===== src/rtl/spi_ram_ctrl.sv =====
// -----------------------------------------------------------------------------
// spi_ram_ctrl
// Command-decoding single-port RAM fed by the SPI slave FSM. Each accepted
// 10-bit word carries a 2-bit opcode in din[9:8] and an 8-bit payload in
// din[7:0]:
//   2'b00 WR_ADDR : load write address
//   2'b01 WR_DATA : write payload to mem[wr_addr]
//   2'b10 RD_ADDR : load read address
//   2'b11 RD_DATA : return mem[rd_addr] on dout with a tx_valid pulse
// A data command issued before its address command, or to an address at or
// beyond MEM_DEPTH, raises a one-cycle err pulse. A failed read still pulses
// tx_valid and returns 8'h00, so the serializer always has a byte to shift.
//
// Optional build macro: SPI_RAM_AUTO_INC_EN
//   When defined, each successful WR_DATA / RD_DATA advances its address by
//   one, wrapping from MEM_DEPTH-1 to 0 (burst access after one address).
//
// Ports:
//   clk      in   1   clock, rising edge
//   rst      in   1   synchronous reset, active-high
//   din      in   10  command word {opcode[1:0], payload[7:0]}
//   rx_valid in   1   din valid, one command consumed per asserted cycle
//   dout     out  8   read data, held until next RD_DATA or reset
//   tx_valid out  1   dout valid, one-cycle pulse
//   err      out  1   protocol/range error, one-cycle pulse
// -----------------------------------------------------------------------------
module spi_ram_ctrl #(
    parameter int MEM_DEPTH = 256,
    parameter int ADDR_SIZE = 8
) (
    input  logic       clk,
    input  logic       rst,
    input  logic [9:0] din,
    input  logic       rx_valid,
    output logic [7:0] dout,
    output logic       tx_valid,
    output logic       err
);

    // Address registers are at least as wide as the 8-bit payload so the
    // range check sees every payload bit, even for a shallow memory.
    localparam int AW = (ADDR_SIZE > 8) ? ADDR_SIZE : 8;
    localparam int IW = (MEM_DEPTH > 1) ? $clog2(MEM_DEPTH) : 1;
    localparam logic [AW:0] DEPTH_W = (AW+1)'(MEM_DEPTH);

    localparam logic [1:0] OP_WR_ADDR = 2'b00;
    localparam logic [1:0] OP_WR_DATA = 2'b01;
    localparam logic [1:0] OP_RD_ADDR = 2'b10;
    localparam logic [1:0] OP_RD_DATA = 2'b11;

    // Which address registers have been loaded since reset.
    typedef enum logic [1:0] {
        ST_IDLE = 2'b00,
        ST_WA   = 2'b01,
        ST_RA   = 2'b10,
        ST_BOTH = 2'b11
    } state_t;

    state_t          r_state;
    logic [AW-1:0]   r_wr_addr;
    logic [AW-1:0]   r_rd_addr;
    logic [7:0]      r_mem [0:MEM_DEPTH-1];

    logic            w_wr_vld;
    logic            w_rd_vld;
    logic            w_wr_ok;
    logic            w_rd_ok;
    logic [IW-1:0]   w_wr_idx;
    logic [IW-1:0]   w_rd_idx;

    assign w_wr_vld = (r_state == ST_WA) || (r_state == ST_BOTH);
    assign w_rd_vld = (r_state == ST_RA) || (r_state == ST_BOTH);
    assign w_wr_ok  = w_wr_vld && ({1'b0, r_wr_addr} < DEPTH_W);
    assign w_rd_ok  = w_rd_vld && ({1'b0, r_rd_addr} < DEPTH_W);
    assign w_wr_idx = r_wr_addr[IW-1:0];
    assign w_rd_idx = r_rd_addr[IW-1:0];

`ifdef SPI_RAM_AUTO_INC_EN
    localparam logic [AW-1:0] ADDR_LAST = AW'(MEM_DEPTH - 1);
    logic [AW-1:0] w_wr_next;
    logic [AW-1:0] w_rd_next;
    assign w_wr_next = (r_wr_addr == ADDR_LAST) ? '0 : r_wr_addr + 1'b1;
    assign w_rd_next = (r_rd_addr == ADDR_LAST) ? '0 : r_rd_addr + 1'b1;
`endif

    // Memory write port kept free of reset so it maps onto block RAM.
    // Reset still suppresses a colliding command.
    always_ff @(posedge clk) begin
        if (!rst && rx_valid && (din[9:8] == OP_WR_DATA) && w_wr_ok) begin
            r_mem[w_wr_idx] <= din[7:0];
        end
    end

    always_ff @(posedge clk) begin
        if (rst) begin
            r_state   <= ST_IDLE;
            r_wr_addr <= '0;
            r_rd_addr <= '0;
            dout      <= 8'h00;
            tx_valid  <= 1'b0;
            err       <= 1'b0;
        end else begin
            tx_valid <= 1'b0;
            err      <= 1'b0;
            if (rx_valid) begin
                case (din[9:8])
                    OP_WR_ADDR: begin
                        r_wr_addr <= AW'(din[7:0]);
                        r_state   <= w_rd_vld ? ST_BOTH : ST_WA;
                    end
                    OP_WR_DATA: begin
                        if (w_wr_ok) begin
`ifdef SPI_RAM_AUTO_INC_EN
                            r_wr_addr <= w_wr_next;
`endif
                        end else begin
                            err <= 1'b1;
                        end
                    end
                    OP_RD_ADDR: begin
                        r_rd_addr <= AW'(din[7:0]);
                        r_state   <= w_wr_vld ? ST_BOTH : ST_RA;
                    end
                    default: begin // OP_RD_DATA
                        tx_valid <= 1'b1;
                        if (w_rd_ok) begin
                            dout <= r_mem[w_rd_idx];
`ifdef SPI_RAM_AUTO_INC_EN
                            r_rd_addr <= w_rd_next;
`endif
                        end else begin
                            // Failed read still hands the serializer a byte.
                            dout <= 8'h00;
                            err  <= 1'b1;
                        end
                    end
                endcase
            end
        end
    end

endmodule


===== config.mk =====
export PLATFORM = sky130hd
export DESIGN_NAME = spi_ram_ctrl
export DESIGN_NICKNAME = d
export VERILOG_FILES = /design/src/rtl/spi_ram_ctrl.sv
export SDC_FILE = /design/constraint.sdc
export NUM_CORES = 2
export LEC_CHECK = 0
export BUFFER_PORTS_ARGS = -buffer_cell sky130_fd_sc_hd__buf_2
export CAP_MARGIN = 20
export CORE_UTILIZATION = 40
export CTS_BUF_LIST = sky130_fd_sc_hd__clkbuf_8
export DETAILED_ROUTE_END_ITERATION = 12
export SYNTH_ARGS = -nofsm -noshare
export SYNTH_HDL_FRONTEND = slang
export SYNTH_SLANG_ARGS = --single-unit

===== constraint.sdc =====
create_clock -name clk -period 4.65 [get_ports clk]
set_clock_uncertainty 0.2 [all_clocks]
set_input_delay 0.2325 -clock clk [delete_from_list [all_inputs] [get_ports clk]]
set_output_delay 0.2325 -clock clk [all_outputs]
set_load 0.01 [all_outputs]

======== Word level (Yosys, flattened, before mapping) ========
Memory sizes are Yosys's and may differ from the RTL's. A register that Yosys moved wholly into a read port is not among the register bits.
Cells that the tools add are included.
storage, ports and cells
  input bits .............................. 13
  register bits ........................... 28
  memories ................................ 1
  word-level logic and storage cells ...... 41
  output and inout bits ................... 10
  RAM bits ................................ 2048
memories
  memory  words  width  rd ports  clocked after memory_dff  wr ports  line  text
  r_mem   256    8      1         1                         1         62    logic [7:0] r_mem [0:MEM_DEPTH-1];
cells by class
  bitwise operators ....................... 2
  reductions and logical operators ........ 15
  eq/ne operators ......................... 5
  mux-type cells .......................... 12
operators by type and width
  cell                number
  $mux 8              3
  $reduce_and 2->1    4
  $eq 2x2->1 const B  3
  $mux 1              6
  $eq 2x1->1 const B  2
  $pmux 2 s2          1
  $reduce_or 2->1     2
  $logic_and 1x1->1   3
  $reduce_or 3->1     1
  $logic_not 2->1     1
  $logic_or 1x1->1    2
  $mux 2              1
  $not 1->1           2
  $pmux 1 s2          1
  $reduce_bool 2->1   1
  $logic_not 1->1     1

======== Logic depth before layout (Yosys ltp) ========
  depth in word-level cells ............... 6
  mapped depth ............................ 13
  depth with buffers taken out ............ 7

======== Worst setup path after synthesis ========
No wires, ideal clock.
  path type ............................... flip-flop to flip-flop
  from .................................... register with a tool-made name
  to ...................................... register dout[6]
  slack ................................... 2022 ps
  clock period less this slack ............ 2628 ps
  required time ........................... 4333 ps
  arrival ................................. 2310 ps
  setup time .............................. 117 ps
  cell stages (with the launch flop) ...... 11
  path buffers ............................ 4
  path through ............................ dfxtp_1 -> buf_6 -> buf_12 -> buf_6 -> buf_6 -> mux4_2 -> mux2i_1 -> nor2_1 -> a2111oi_1 -> nand3_1 -> a32o_1
RTL lines
  what                  line  text
  end signal, assigned  127   dout <= r_mem[w_rd_idx];
  end, declared         35    output logic [7:0] dout,

==> key figures <==
Floorplanning
  • DIE AREA: between 0.2 and 0.25 mm^2
  • Core Area: between 0.2 and 0.25 mm^2
  • Initial core utilization: approximately two fifths
  • I/O pin total: 23
  • Die X: 452 um
  • Die height: 452 um
  • Row count: between 150 and 200

Drt
  • Routed len/inst: about 30 um
  • Routed wire length: ~220 mm
  • Residual DRC: 0
  • Vias per cell: ~5.7
  • DR vias: approximately 40000
  • Pre-Repair DR Iteration Count: 5
  • Starting DRT DRC Count: approximately 4500
  • Final ANT Viol Nets: 0

Synth
  • Yosys top cell area share: between 70% and 80%
  • Area contributors post-synth: edfxtp_1, mux4_2, nor2_1, mux2i_1, dfxtp_1
  • EDFF count, synth: around 2000
  • FFs w/ async S/R, synth: 0%
  • Post-Syn Nets: ~3800
  • Synthesized flop and latch total: 2084
  • Synth Cell Area: 0.0809 mm^2
  • Post-Syn Area per Cell: ~21 um^2
  • Syn. warnings: 0
  • Sequential share of the synthesized area: 76.9%
  • Netlist cell types: 65
  • Cell taking the most area after synthesis: edfxtp_1
  • Prevailing post-synth register cell: edfxtp_1
  • Post-synthesis cell count: 3790

CTS
  • Worst skew pair latency: between 1 and 1.5 ns
  • TritonCTS Sinks: approximately 2100
  • Post-CTS Setup Inserts: 0
  • Number of gates resized after CTS: 0
  • Reg clk slew, reported paths: 0.06 ns
  • Inserted Clock Buffers: roughly 350
  • Clock Tree Buf Depth: 4
  • Hold buffers post-CTS: 20
  • Root Buffer: clkbuf_8
  • CTS tree: done
  • Htree depth: 5

GRT
  • GRT Total Usage: between 20% and 30%
  • Vias in the first global route: between 40000 and 50000
  • Initial antenna violation count: 11
  • Global-route wire length before repair: approximately 300 mm
  • Largest net degree at the start of global routing: about 150
  • Grt total ovfl: 0

Cells and area
  • Commonest non-fill, non-tap cell in the layout: edfxtp_1
  • Final instance area: 0.0919 mm^2
  • Synth-to-layout area growth: 13.6%
  • Final nets: between 4000 and 5000
  • Commonest non-fill, non-tap cells in the layout: edfxtp_1, mux4_2, clkbuf_8
  • Layout cell share with drive strength beyond 1: approximately 28%

Worst hold path
  • Min-Delay Endpoint: err
  • Hold path startpoint: din[8]
  • Min-Delay Path Depth: 5
  • Worst Hold Class: in -> reg

STA
  • Slew Limit Headroom: approximately 16%
  • Highest clock rate: between 200 and 250 MHz
  • Final setup vio count: 0
  • Fin crit period: ~4.1 ns
  • Fin. Hold Viols: 0
  • Slew Viols, Final: 0
  • Setup tns final: 0 ns
  • RSZ-0062 raised after global routing: no
  • Worst slew pin tran: 1.27 ns
  • Period utilization: between 80% and 90%

Critical path
  • CP Capture Type: flop
  • CP Max Fanout: between 40 and 50
  • R2r worst-path depth: 10
  • Startpoint types: flop
  • Reg2reg setup slack: between 0.5 and 0.6 ns
  • WS Path Type: reg -> reg
  • Data arrival time of the worst path: roughly 4.8 ns
  • Reg-to-Reg End: dout[3]
  • CP required: 5.36 ns

Power and ir drop
  • Leak: ~28 nW
  • Maximum VDD drop: between 300 and 400 uV
  • PD cells: about 400 mW/mm^2

Outcome
  • Status: finished clean

Placed design
  • Input/output buffers: 22
  • Post-DP HPWL: 132 mm
  • Area post-placement: approximately 0.085 mm^2
  • Placer Congestion: 0.881

Flow run
  • Max-Cap Viols: 0
## worst max path at each step
stage                   end  cells after the start  slack (ns)  startpoint
floorplan           dout[6]                     10        2.02        flop
global placement    dout[3]                      8        0.67        flop
detailed placement  dout[3]                      8        0.71        flop
CTS                 dout[3]                     10        0.63        flop
global route        dout[0]                      7        0.53        flop
finish              dout[3]                     10        0.60        flop
## where the power goes
part / internal, mW / leakage, nW / switching, mW
logic: 0.441 / 6.09 / 0.909
registers: 20.6 / 18.7 / 0.0392
clock network: 7.67 / 3.56 / 7.21
## metrics by stage
stage / cells / worst slack, ns / util, % / hold WS, ns / power, mW
floorplan: 3790 / 2.02 / - / 0.131 / 21.7
global placement: 6529 / 0.669 / 42.7 / 0.248 / 22.4
detailed placement: 6529 / 0.709 / 42.7 / 0.264 / 22.4
CTS: 7149 / 0.634 / 45.9 / 0.0185 / 37.1
global route: 7151 / 0.533 / 45.9 / 0.0553 / 37.9
finish: 7153 / 0.595 / 45.9 / 0.0969 / 36.9
## critical path: stages, from the launching register on
cell       delay, ns
dfxtp_4         0.94
buf_4           0.33
nand2b_1        0.28
buf_4           0.33
nor3_1          0.08
a2111oi_0       0.77
buf_4           0.23
o21ai_1         0.05
nand4_1         0.09
nand3b_1        0.23
a32o_1          0.32
## Yosys cell counts, types with 28 or more instances
library cell / number
nand2_1: 131
dfxtp_1: 36
nand3_1: 40
a31oi_1: 28
nor2b_1: 28
mux4_2: 518
edfxtp_1: 2048
nor2_1: 311
buf_2: 56
mux2i_1: 114
o22ai_1: 40
buf_6: 28
clkbuf_1: 83
## layer usage
layer	GRT usage [%]	share of wire, %	up-vias
li1	-	-	16800
met1	29.9	42	21900
met2	32.5	47	1991
met3	4.71	8.4	378
met4	7.54	3.3	8
met5	0	0.025	-
## final cells by class
| type | count | area (um^2) |
|---|---|---|
| clock inverter | 242 | 1260 |
| antenna | 4 | 10.0 |
| clock buffer | 358 | 4930 |
| multi-input combinational | 1482 | 17300 |
| fill | 16900 | 108000 |
| inverter | 6 | 26.3 |
| sequential | 2084 | 62200 |
| timing repair buffer | 321 | 2780 |
| tap | 2656 | 3320 |
## kinds of logic (layout without fill, tap and decap cells)
kind of cell	count (synthesis)	after routing	share of synthesized area, %
AOI/OAI and AO/OA	242	242	2.12
buffers and inverters	224	927	1.78
DFF	2084	2084	76.9
muxes	648	648	16.1
other	0	4	0
and+or+nand+nor	592	592	3.12
## flip-flops by register name (all words and copies together), names as in the netlist, named ones only
signal,count
r_rd_addr,8
r_mem,2048
r_state,2
dout,8
r_wr_addr,8
err,1
tx_valid,1
Power figures use the tool's default switching activity.
